--- config.mk ---
export PLATFORM = sky130hd
export DESIGN_NAME = draw_arbiter
export DESIGN_NICKNAME = d
export VERILOG_FILES = /design/src/rtl/draw_arb_pkg.sv /design/src/rtl/rr_picker.sv /design/src/rtl/draw_arbiter.sv
export SDC_FILE = /design/constraint.sdc
export NUM_CORES = 1
export LEC_CHECK = 0
export ABC_AREA = 0
export BUFFER_PORTS_ARGS = -buffer_cell sky130_fd_sc_hd__buf_2
export CAP_MARGIN = 0
export CORE_MARGIN = 2
export CORE_UTILIZATION = 54
export CTS_BUF_LIST = sky130_fd_sc_hd__clkbuf_16
export DETAILED_ROUTE_END_ITERATION = 8
export HOLD_SLACK_MARGIN = 0.1
export PLACE_DENSITY = 0.86
export SLEW_MARGIN = 40
export SYNTH_ARGS = -nofsm -noshare
export SYNTH_HDL_FRONTEND = slang
export SYNTH_SLANG_ARGS = --single-unit
--- constraint.sdc ---
create_clock -name clk -period 5.7 [get_ports clk]
set_clock_uncertainty 0.1 [all_clocks]
set_input_delay 0.57 -clock clk [delete_from_list [all_inputs] [get_ports clk]]
set_output_delay 0.57 -clock clk [all_outputs]
set_load 0.005 [all_outputs]
--- src/rtl/draw_arb_pkg.sv ---
// Shared types and constants for the drawer-to-framebuffer arbiter.
// Latency: n/a (declarations only).
// Backpressure: n/a.
package draw_arb_pkg;

    localparam int N_REQ        = 4;
    localparam int MAX_HOLD_DEF = 20000;
    localparam int X_W          = 8;
    localparam int Y_W          = 7;
    localparam int C_W          = 3;
    localparam int HOLD_W       = 15;
    localparam int IDX_W        = 2;

    typedef enum logic [1:0] {
        ST_IDLE,
        ST_GRANT,
        ST_RELEASE
    } arb_state_t;

endpackage

--- src/rtl/rr_picker.sv ---
// Round-robin winner select: first active request after last_grant, wrapping.
// Latency: combinational.
// Backpressure: none; result is only used by the caller when a request is present.
module rr_picker
    import draw_arb_pkg::*;
(
    input  logic [N_REQ-1:0] req,
    input  logic [IDX_W-1:0] last_grant,
    output logic [N_REQ-1:0] grant_oh,
    output logic [IDX_W-1:0] grant_idx
);

    logic             found;
    logic [IDX_W-1:0] cand;

    // k = N_REQ wraps back to last_grant itself, so it is searched last
    always_comb begin
        grant_oh  = '0;
        grant_idx = '0;
        found     = 1'b0;
        cand      = '0;
        for (int k = 1; k <= N_REQ; k++) begin
            cand = last_grant + IDX_W'(k);
            if (!found && req[cand]) begin
                found          = 1'b1;
                grant_idx      = cand;
                grant_oh[cand] = 1'b1;
            end
        end
    end

endmodule

--- src/rtl/draw_arbiter.sv ---
// Arbitrates N_REQ pixel drawers onto one framebuffer write port, round-robin, no pre-emption.
// Latency: grant one cycle after request; pixel reaches vga outputs one cycle after its strobe.
// Backpressure: ungranted drawers stall; a grant is force-released after MAX_HOLD cycles.
module draw_arbiter
    import draw_arb_pkg::*;
#(
    parameter int N_REQ    = draw_arb_pkg::N_REQ,
    parameter int MAX_HOLD = MAX_HOLD_DEF
) (
    input  logic                   clk,
    input  logic                   resetn,
    input  logic [N_REQ-1:0]       req_active,
    input  logic [N_REQ*X_W-1:0]   req_x,
    input  logic [N_REQ*Y_W-1:0]   req_y,
    input  logic [N_REQ*C_W-1:0]   req_colour,
    input  logic [N_REQ-1:0]       req_write,
    output logic [N_REQ-1:0]       grant,
    output logic [X_W-1:0]         vga_x,
    output logic [Y_W-1:0]         vga_y,
    output logic [C_W-1:0]         vga_colour,
    output logic                   vga_plot,
    output logic                   busy,
    output logic                   timeout_err
);

    arb_state_t       state, state_nxt;
    logic [IDX_W-1:0] g_idx, last_grant, pick_idx;
    logic [N_REQ-1:0] pick_oh;
    logic [HOLD_W-1:0] hold_cnt;
    logic             any_req, g_active, hold_max;
    logic             do_grant, do_pix, leave_grant, set_to, do_release;

    assign any_req  = |req_active;
    assign g_active = req_active[g_idx];
    assign hold_max = (hold_cnt == HOLD_W'(MAX_HOLD - 1));
    assign busy     = (state != ST_IDLE);

    rr_picker u_pick (
        .req        (req_active),
        .last_grant (last_grant),
        .grant_oh   (pick_oh),
        .grant_idx  (pick_idx)
    );

    always_ff @(posedge clk or negedge resetn) begin
        if (!resetn) state <= ST_IDLE;
        else         state <= state_nxt;
    end

    always_comb begin
        state_nxt = state;
        case (state)
            ST_IDLE:    if (any_req) state_nxt = ST_GRANT;
            ST_GRANT:   if (!g_active || hold_max) state_nxt = ST_RELEASE;
            ST_RELEASE: state_nxt = ST_IDLE;
            default:    state_nxt = ST_IDLE;
        endcase
    end

    always_comb begin
        do_grant    = 1'b0;
        do_pix      = 1'b0;
        leave_grant = 1'b0;
        set_to      = 1'b0;
        do_release  = 1'b0;
        case (state)
            ST_IDLE:    do_grant = any_req;
            ST_GRANT: begin
                do_pix      = 1'b1;
                leave_grant = !g_active || hold_max;
                set_to      = g_active && hold_max;
            end
            ST_RELEASE: do_release = 1'b1;
            default:    ;
        endcase
    end

    // Outputs are registers so an async reset clears them without waiting for clk
    always_ff @(posedge clk or negedge resetn) begin
        if (!resetn) begin
            grant       <= '0;
            g_idx       <= '0;
            last_grant  <= '1;
            hold_cnt    <= '0;
            vga_x       <= '0;
            vga_y       <= '0;
            vga_colour  <= '0;
            vga_plot    <= 1'b0;
            timeout_err <= 1'b0;
        end else begin
            vga_plot <= 1'b0;
            if (do_grant) begin
                grant    <= pick_oh;
                g_idx    <= pick_idx;
                hold_cnt <= '0;
            end
            if (do_pix) begin
                vga_plot <= req_write[g_idx];
                if (req_write[g_idx]) begin
                    vga_x      <= req_x[int'(g_idx)*X_W +: X_W];
                    vga_y      <= req_y[int'(g_idx)*Y_W +: Y_W];
                    vga_colour <= req_colour[int'(g_idx)*C_W +: C_W];
                end
                if (hold_cnt != '1) hold_cnt <= hold_cnt + 1'b1;
                if (leave_grant) grant <= '0;
            end
            if (set_to)     timeout_err <= 1'b1;
            if (do_release) last_grant  <= g_idx;
        end
    end

endmodule
==> summary.txt, run 1 <==
Status
  – Status: complete, no violations

Setup path
  – Largest stage delay, worst path: 0.77 ns
  – Reg2reg setup slack: 2.77 ns
  – Worst EP required: 5.75 ns
  – CP arrival: 2.98 ns
  – Stages on the worst setup path: 6
  – Crit path max fanout: 20
  – Kind of critical path: reg2reg
  – Crit path cell chain: inv_1, ha_1, mux4_2, a221o_1, a221oi_1, nor3_1
  – Reg2Reg Depth: 6
  – CP top delay family: flip-flops
  – CP Launch Type: flop
  – Setup crit end kind: flop
  – WP buf/inv: 1
  – Critical-path top delay cell: dfstp_2

CTS
  – CTS tree: built
  – Hold_buf cts: 0
  – CTS buffer count: 5
  – CTS sink count: 45
  – H-tree depth: 2
  – Post-CTS Setup Bufs: 0
  – Post-CTS sizing: 0
  – Root Buffer: clkbuf_16
  – Skew-Pair Late Insertion Delay: 0.29 ns
  – Maximum clock path buffer count: 2
  – Clock transition at path regs: 0.07 ns

Finish
  – N_diodes: 0
  – Layout Cells excl Fill: 415
  – Net count, final: 435
  – Commonest non-fill, non-tap cells in the layout: buf_2 (105), dfrtp_1 (43), mux4_2 (24)
  – Most common cell after layout, fill and taps aside: buf_2
  – Layout Area Growth over Synthesis: 24.44%
  – Proportion of layout cells with a drive suffix above 1: 0.4986
  – Filler cell count in the final layout: 387

Synth
  – Syn avg cell area: 11.96 µm²
  – EDFF count, synth: 0
  – Synth Net Count: 335
  – Yosys top cell area share: 0.3688
  – Synth warn: 0
  – Predominant post-synthesis flop cell: dfrtp_1
  – Mapped cell area: 2918 µm²
  – Dominant cell type by area after synthesis: dfrtp_1
  – Register area share after synthesis: 0.3868
  – Synth unique cells: 56
  – Register bit total from synthesis: 45
  – Largest cells by area after synthesis: dfrtp_1 (37%), mux4_2 (19%), mux2_2 (8.1%)
  – Post-synthesis cell count: 244
  – Asr flop ratio synth: 1.000

Floorplanning
  – Die area: 6007 µm²
  – Core Box Area: 5172 µm²
  – Site Rows: 26
  – Io pins: 107
  – Die span in x: 77.51 µm
  – Effective utilization at floorplan: 0.5641
  – Height of the die: 77.51 µm

GRT
  – GRT Total Usage: 0.2457
  – Total congestion overflow: 0
  – Vias in the first global route: 2451
  – Pin count of the biggest net entering global routing: 46
  – First-pass GRT wire length: 11.70 mm
  – Initial antenna violation count: 0

Pwr
  – Power per cell area: 493.7 nW/µm²
  – LEAKAGE: 0.001733 µW
  – Peak VDD IR: 0.3452 mV

Flow run
  – # Max-Cap Violations: 0

Detailed routing
  – Mean number of vias per cell: 6.077
  – Post-DRT Antenna Nets: 0
  – Starting DRT DRC Count: 195
  – WL/cell: 17.46 µm
  – Vias after detailed routing: 2522
  – Total iterations of the first detailed-routing run: 4
  – Routed Wire Length: 7.244 mm
  – DRC Markers: 0

STA
  – Max-slew headroom: 0.4506
  – Tightest Pin Transition: 0.8221 ns
  – Final period utilization: 0.5138
  – Setup TNS Final: 0 ns
  – Final hold vios: 0
  – Slew Viols, Final: 0
  – Max Freq: 341.5 MHz
  – # setup viols final: 0
  – Minimum clock period: 2.929 ns
  – RSZ-0062 raised after global routing: false

Placement
  – Final GP Congestion: 0.8518
  – Post-Place Cells: 407
  – Detailed Place HPWL: 5.371 mm
  – Port bufs: 106

Hold path
  – Min-delay worst type: in2async
[path summary, 6_finish.rpt]
check | startpoint | to
setup / recovery | last_grant[0]$_DFFE_PN1N_ | grant[1]$_DFF_PN0_
hold / removal | resetn | hold_cnt[11]$_DFF_PN0_
setup reg to reg | last_grant[0]$_DFFE_PN1N_ | grant[1]$_DFF_PN0_
hold reg to reg | hold_cnt[11]$_DFF_PN0_ | hold_cnt[11]$_DFF_PN0_
max in group asynchronous | resetn | last_grant[1]$_DFFE_PN1N_
min in group clk | hold_cnt[11]$_DFF_PN0_ | hold_cnt[11]$_DFF_PN0_
[registers in the layout, summed over array words and instances, names as in the netlist]
| signal | flops |
|---|---|
| state | 2 |
| last_grant | 2 |
| vga_y | 7 |
| timeout_err | 1 |
| grant | 4 |
| vga_x | 8 |
| g_idx | 2 |
| hold_cnt | 15 |
| vga_plot | 1 |
| vga_colour | 3 |
[area by class of cell]
type,count,area (µm²),share of cell area
sequential,45,1129,0.3108
clock inverter,3,25.02,0.006892
clock buffer,5,125.1,0.03446
multi-input combinational,177,1690,0.4655
inverter,7,26.28,0.007236
tap,70,87.58,0.02412
timing repair buffer,108,548.0,0.1509
[kinds of logic (layout without fill, tap and decap cells)]
logic type,count (synthesis),in the layout,synth area share
fa+ha+maj,9,9,0.03859
buf+inv,22,123,0.03473
compound gates,43,43,0.1132
simple gates,71,71,0.1304
flops,45,45,0.3868
xor+xnor,2,2,0.006005
mux,52,52,0.2903
[power breakdown]
| part | switching, µW | total [µW] | internal (µW) |
|---|---|---|---|
| registers | 93.8 | 537 | 443 |
| clock network | 126 | 291 | 165 |
| logic | 471 | 965 | 494 |
[stage by stage]
stage                     hold slack [ns]  power [µW]  area [µm²]  worst slack (ns)    util
final                              0.1698        1793        3631             2.771  0.7020
after floorplan                    0.1744        1242        2918             2.950       -
after CTS                          0.1904        1798        3628             2.747  0.7015
after global placement             0.3555        1455        3476             2.866  0.6720
after detailed placement           0.3646        1495        3478             2.790  0.6725
after global routing               0.2112        1921        3631             2.524  0.7020
[worst register-to-register path: cells and delay by family (launching register included)]
family	cells	cell delay, ns
compound gates	2	0.61
fa+ha+maj	1	0.59
buf+inv	1	0.18
flops	1	0.77
mux	1	0.46
simple gates	1	0.09
[Yosys cell counts, types with 2 or more instances]
cell type	count
and4_1	2
inv_1	7
xnor2_1	2
mux2_2	21
a221oi_1	3
ha_1	9
nand2_1	15
o211ai_1	2
nor4b_1	2
or2_2	2
nand3_1	8
nor3_1	6
mux2i_1	7
mux4_2	24
nor2b_1	3
nor2_1	12
o21ai_0	6
a221o_1	4
and2_2	2
a21oi_1	9
and3_1	4
dfrtp_1	43
nand4_1	5
nor4_1	2
clkbuf_1	6
a22o_1	2
dfstp_2	2
buf_2	5
nand2b_1	2
[routing by layer]
metal  global-route usage  part of all wire  up-vias
met5                    0                 0        -
met4               0.1000             0.030        0
met3              0.02674             0.041       21
met2               0.4243              0.54       88
met1               0.3174              0.39     1254
li1                     -                 -     1159
(Power assumes the default switching activity.)
==> inputs of run 2 (changes only) <==
- ABC_AREA: 0 -> 1
- CORE_UTILIZATION: 54 -> 46
- PLACE_DENSITY: 0.86 -> 0.77
- clock period: 5.7 -> 2.35 ns (I/O delays scaled with it)
==> summary.txt, run 2 <==
Pwr
  – Switch share: 0.4649
  – Power per cell area: 1112 nW/µm²
  – LEAKAGE: 0.002024 µW
  – Power share of the combinational group: 0.569
  – Switching pwr: 2058 µW
  – Clock group share of total power: 0.147
  – Peak VDD IR: 0.4265 mV
  – Internal: 2369 µW
  – Reg power frac: 0.284

Finish
  – Proportion of layout cells with a drive suffix above 1: 0.2496
  – Regs by FF count: hold_cnt (15), vga_x (8), vga_y (7)
  – Layout Area Growth over Synthesis: 23.61%
  – Most common cell after layout, fill and taps aside: nor2_1
  – Net count, final: 675
  – Layout Cells excl Fill: 681
  – N_diodes: 0
  – Commonest non-fill, non-tap cells in the layout: nor2_1 (119), buf_2 (106), nand2_1 (99)
  – Biggest register: hold_cnt
  – Number of flip-flops in the largest register: 15

Floorplanning
  – Site Rows: 30
  – Height of the die: 87.69 µm
  – Io pins: 107
  – Die span in x: 87.69 µm
  – Core Box Area: 6794 µm²
  – Effective utilization at floorplan: 0.4742
  – Die area: 7690 µm²

Synth
  – Asr flop ratio synth: 1.000
  – Yosys top cell area share: 0.3340
  – Register bit total from synthesis: 45
  – Synth warn: 0
  – Mapped cell area: 3222 µm²
  – Dominant cell type by area after synthesis: dfrtp_1
  – EDFF count, synth: 0
  – Synth cell count leaders: nor2_1 (119), nand2_1 (99), o21ai_0 (44)
  – Predominant post-synthesis flop cell: dfrtp_1
  – Syn avg cell area: 6.698 µm²
  – Register area share after synthesis: 0.3503
  – Synth Net Count: 572
  – Largest cells by area after synthesis: dfrtp_1 (33%), nor2_1 (14%), nand2_1 (12%)
  – Count leader, synth: nor2_1
  – Post-synthesis cell count: 481
  – Synth unique cells: 32

CTS
  – CTS sink count: 45
  – CTS tree: built
  – Clock transition at path regs: 0.06 ns
  – Post-CTS sizing: 0
  – Maximum clock path buffer count: 2
  – Root Buffer: clkbuf_16
  – Skew-Pair Late Insertion Delay: 0.29 ns
  – CTS buffer count: 5
  – H-tree depth: 2

Placement
  – Detailed Place HPWL: 6.385 mm
  – Port bufs: 106
  – Post-Place Cells: 672
  – Final GP Congestion: 0.9002
  – Pre-CTS WS: 0.2833 ns

GRT
  – Vias in the first global route: 3077
  – Pin count of the biggest net entering global routing: 46
  – GRT Total Usage: 0.2252
  – First-pass GRT wire length: 13.83 mm
  – Initial antenna violation count: 0
  – Total congestion overflow: 0

Detailed routing
  – WL/cell: 12.20 µm
  – Total iterations of the first detailed-routing run: 5
  – Vias after detailed routing: 3408
  – Post-DRT Antenna Nets: 0
  – DRC Markers: 0
  – Routed Wire Length: 8.309 mm
  – Starting DRT DRC Count: 152
  – Mean number of vias per cell: 5.004

STA
  – RSZ-0062 raised after global routing: false
  – Setup TNS Final: 0 ns
  – Slew Viols, Final: 0
  – Final hold vios: 0
  – Final period utilization: 0.8870
  – # setup viols final: 0
  – Tightest Pin Transition: 0.4331 ns
  – Hold slack: 0.1636 ns
  – Final worst slack: 0.2656 ns
  – Max-slew headroom: 0.7110
  – Max Freq: 479.7 MHz
  – Minimum clock period: 2.084 ns

Setup path
  – Crit path max fanout: 10
  – Worst EP required: 2.46 ns
  – CP Launch Type: flop
  – Kind of critical path: reg2reg
  – Reg2Reg Depth: 10
  – CP arrival: 2.20 ns
  – Setup crit end kind: flop

Hold path
  – Worst hold stages: 3
  – Min-delay worst type: in2reg

Status
  – Status: complete, no violations

Flow run
  – # Max-Cap Violations: 0
run 2: logic make-up after synthesis:
group / count (synthesis) / share of synthesized area
AOI/OAI and AO/OA: 79 / 0.1317
xor gates and xnor gates: 8 / 0.02175
adders and majority gates: 9 / 0.03495
and+or+nand+nor: 288 / 0.3876
buffers and inverters: 52 / 0.07378
DFF: 45 / 0.3503
run 2: power groups by stage:
stage | clock [µW] | sequential (µW) | combinational (µW)
after detailed placement | 0 | 1260 | 2530
after global routing | 694 | 1290 | 2880
after floorplan | 0 | 1250 | 1840
after CTS | 664 | 1260 | 2530
final | 651 | 1260 | 2520
after global placement | 0 | 1250 | 2480
run 2: worst paths after layout:
path	startpoint	end	slack (ns)
max in group asynchronous	resetn	last_grant[1]$_DFFE_PN1N_	1.51
max	last_grant[1]$_DFFE_PN1N_	grant[3]$_DFF_PN0_	0.27
min reg2reg	timeout_err$_DFFE_PN0P_	timeout_err$_DFFE_PN0P_	0.36
max reg2reg	last_grant[1]$_DFFE_PN1N_	grant[3]$_DFF_PN0_	0.27
min	req_colour[5]	vga_colour[2]$_DFFE_PN0P_	0.16
min in group asynchronous	resetn	hold_cnt[6]$_DFF_PN0_	0.35
run 2: what timing repair did:
| action | in CTS | in global routing |
|---|---|---|
| hold buffers | 1 | 0 |
| endpoints found under the setup margin | 0 | 0 |
| hold endpoints to repair | 45 | 0 |
| setup buffers | 0 | 0 |
run 2: through the flow:
stage               utilization  cell area, µm²  total power, µW
finish                   0.5862            3983             4427
global route             0.5862            3983             4859
CTS                      0.5862            3983             4452
detailed placement       0.5646            3836             3790
global placement         0.5646            3836             3728
floorplan                     -            3222             3085
run 2: critical path, cell delays in order, from the launching register on:
cell     delay, ns
dfstp_2       0.63
inv_1         0.16
ha_1          0.35
inv_1         0.08
nand3_1       0.08
nand2_1       0.07
nor2_1        0.22
nand2_1       0.11
nor2_1        0.10
nor2_1        0.05
nor2_1        0.07
run 2: cell type report:
class	count	area [µm²]
clock buffers	5	125.1
clock inverters	3	11.26
fillers	670	2811
inverters	33	128.9
multi-input cells	384	1856
flip-flops and latches	45	1129
well taps	96	120.1
repair buffers	115	613.1
run 2: per-layer routing:
metal	part of all wire	track usage	up-vias
li1	-	-	1764
met1	0.45	0.2993	1526
met2	0.48	0.3815	110
met3	0.057	0.04241	8
met4	0.0091	0.05175	0
met5	0	0	-
==> inputs of run 3 (changes only) <==
- CORE_MARGIN: 2 -> 5
- CORE_UTILIZATION: 46 -> 55
- PLACE_DENSITY: 0.77 -> 0.86
- clock period: 2.35 -> 2.45 ns (I/O delays scaled with it)
==> summary.txt, run 3 (same netlist as run 2, synthesis figures left out) <==
GRT
  – Initial antenna violation count: 0
  – First-pass GRT wire length: 14.88 mm
  – Vias in the first global route: 3333
  – GRT Total Usage: 0.2451
  – Total congestion overflow: 0
  – Pin count of the biggest net entering global routing: 38

CTS
  – Clock transition at path regs: 0.06 ns
  – Skew-Pair Late Insertion Delay: 0.28 ns
  – CTS tree: built
  – Root Buffer: clkbuf_16
  – CTS sink count: 45
  – H-tree depth: 2
  – CTS buffer count: 5
  – Post-CTS Setup Bufs: 0
  – Maximum clock path buffer count: 2

STA
  – RSZ-0062 raised after global routing: false
  – Tightest Pin Transition: 0.5052 ns
  – Slew Viols, Final: 0
  – Minimum clock period: 2.195 ns
  – Max Freq: 455.6 MHz
  – Final worst slack: 0.2549 ns
  – Setup TNS Final: 0 ns
  – Final period utilization: 0.8960
  – Final hold vios: 0
  – # setup viols final: 0
  – Max-slew headroom: 0.6628

Setup path
  – R2R Path End: grant[3]$_DFF_PN0_
  – Crit path cell chain: inv_4, ha_1, inv_1, nand3_1, nand2_1, nor2_1, nand2_1, nor2_1, nor2_1, nor2_1
  – Critical-path top delay cell: dfstp_2
  – WP buf/inv: 2
  – Reg2Reg Depth: 10
  – Worst flop-to-flop path startpoint: last_grant[0]$_DFFE_PN1N_
  – Crit path max fanout: 14
  – CP top delay family: simple AND/OR/NAND/NOR gates
  – Stages on the worst setup path: 10
  – Worst path most repeated cell: nor2_1
  – CP arrival: 2.31 ns
  – Largest stage delay, worst path: 0.71 ns
  – Setup crit end kind: flop
  – Reg2reg setup slack: 0.25 ns
  – CP Launch Type: flop
  – Worst EP required: 2.56 ns
  – Kind of critical path: reg2reg

Floorplanning
  – Die span in x: 86.54 µm
  – Height of the die: 86.54 µm
  – Core Box Area: 5608 µm²
  – Effective utilization at floorplan: 0.5745
  – Io pins: 107
  – Site Rows: 27
  – Die area: 7488 µm²

Detailed routing
  – WL/cell: 13.36 µm
  – Vias after detailed routing: 3469
  – Starting DRT DRC Count: 266
  – Routed Wire Length: 8.761 mm
  – Post-DRT Antenna Nets: 0
  – DRC Markers: 0
  – Mean number of vias per cell: 5.288
  – Total iterations of the first detailed-routing run: 6

Pwr
  – LEAKAGE: 0.002019 µW
  – Peak VDD IR: 0.6945 mV
  – Power per cell area: 1097 nW/µm²

Finish
  – Net count, final: 674
  – Biggest register: hold_cnt
  – Final core occ: 0.7059
  – N_diodes: 0
  – Most common cell after layout, fill and taps aside: nor2_1
  – Filler cell count in the final layout: 482
  – Regs by FF count: hold_cnt (15), vga_x (8), vga_y (7)
  – Number of flip-flops in the largest register: 15
  – Commonest non-fill, non-tap cells in the layout: nor2_1 (119), buf_2 (106), nand2_1 (99)
  – Proportion of layout cells with a drive suffix above 1: 0.2500
  – Layout Area Growth over Synthesis: 22.87%

Hold path
  – Hold EP: vga_colour[1]$_DFFE_PN0P_
  – Min-delay worst type: in2reg
  – Worst hold stages: 3
  – Hold path start: req_colour[10]

Placement
  – Detailed Place HPWL: 6.839 mm
  – Port bufs: 106
  – Pre-CTS WS: 0.3189 ns
  – Final GP Congestion: 0.9878

Flow run
  – # Max-Cap Violations: 0

Status
  – Status: complete, no violations
run 3: cell types whose count changed in the layout (fill, tap and decap cells not counted), sizes merged:
| cell | before | now |
|---|---|---|
| clkinv | 0 | 1 |
| buf | 114 | 113 |
| bufinv | 0 | 1 |
| inv | 36 | 34 |
run 3: area by class of cell:
class | count | area, µm² | share of cell area
Sequential cell | 45 | 1129 | 0.2851
Multi-Input combinational cell | 384 | 1856 | 0.4687
Inverter | 33 | 128.9 | 0.03255
Tap cell | 72 | 90.09 | 0.02276
Timing Repair Buffer | 114 | 593.1 | 0.1498
Clock buffer | 5 | 125.1 | 0.03161
Clock inverter | 3 | 37.54 | 0.009482
run 3: routing by layer:
layer,share of wire,wire (µm),up-vias,global-route usage
met3,0.084,732,16,0.05989
met4,0.019,167,0,0.07365
li1,-,-,1771,-
met1,0.42,3703,1539,0.3200
met2,0.47,4157,143,0.4019
met5,0,0,-,0
run 3: worst max path at each step:
| stage | start | to | slack (ns) |
|---|---|---|---|
| 3_3_place_gp | last_grant[0]$_DFFE_PN1N_ | grant[1]$_DFF_PN0_ | 0.45 |
| 5_1_grt | last_grant[0]$_DFFE_PN1N_ | grant[3]$_DFF_PN0_ | 0.12 |
| 4_1_cts | last_grant[0]$_DFFE_PN1N_ | grant[3]$_DFF_PN0_ | 0.31 |
| 2_1_floorplan | last_grant[0]$_DFFE_PN1N_ | g_idx[0]$_DFFE_PN0P_ | 0.55 |
| 6_report | last_grant[0]$_DFFE_PN1N_ | grant[3]$_DFF_PN0_ | 0.25 |
| 3_5_place_dp | last_grant[0]$_DFFE_PN1N_ | grant[3]$_DFF_PN0_ | 0.32 |
run 3: through the flow:
stage                     total power [µW]  instances  hold slack [ns]  cell area, µm²
after floorplan                       2959        481          -0.1506            3222
after global placement                3526        647          0.07096            3786
after detailed placement              3604        647          0.07113            3786
after CTS                             4350        656           0.1884            3959
after global routing                  4759        656           0.1996            3959
final                                 4343        656           0.1859            3959
run 3: report_power, final:
group          total, µW  switching, µW  internal [µW]
sequential          1220            204           1020
clock                738            265            473
combinational       2380           1510            872
run 3: what timing repair did:
action,CTS,global route
endpoints found under the hold margin,15,0
hold buffers,1,0
resized for setup,0,0
run 3: worst reg2reg max path, cell delays in order, from the launching register on:
cell,delay [ns]
dfstp_2,0.71
inv_4,0.12
ha_1,0.33
inv_1,0.08
nand3_1,0.08
nand2_1,0.07
nor2_1,0.28
nand2_1,0.13
nor2_1,0.11
nor2_1,0.05
nor2_1,0.08
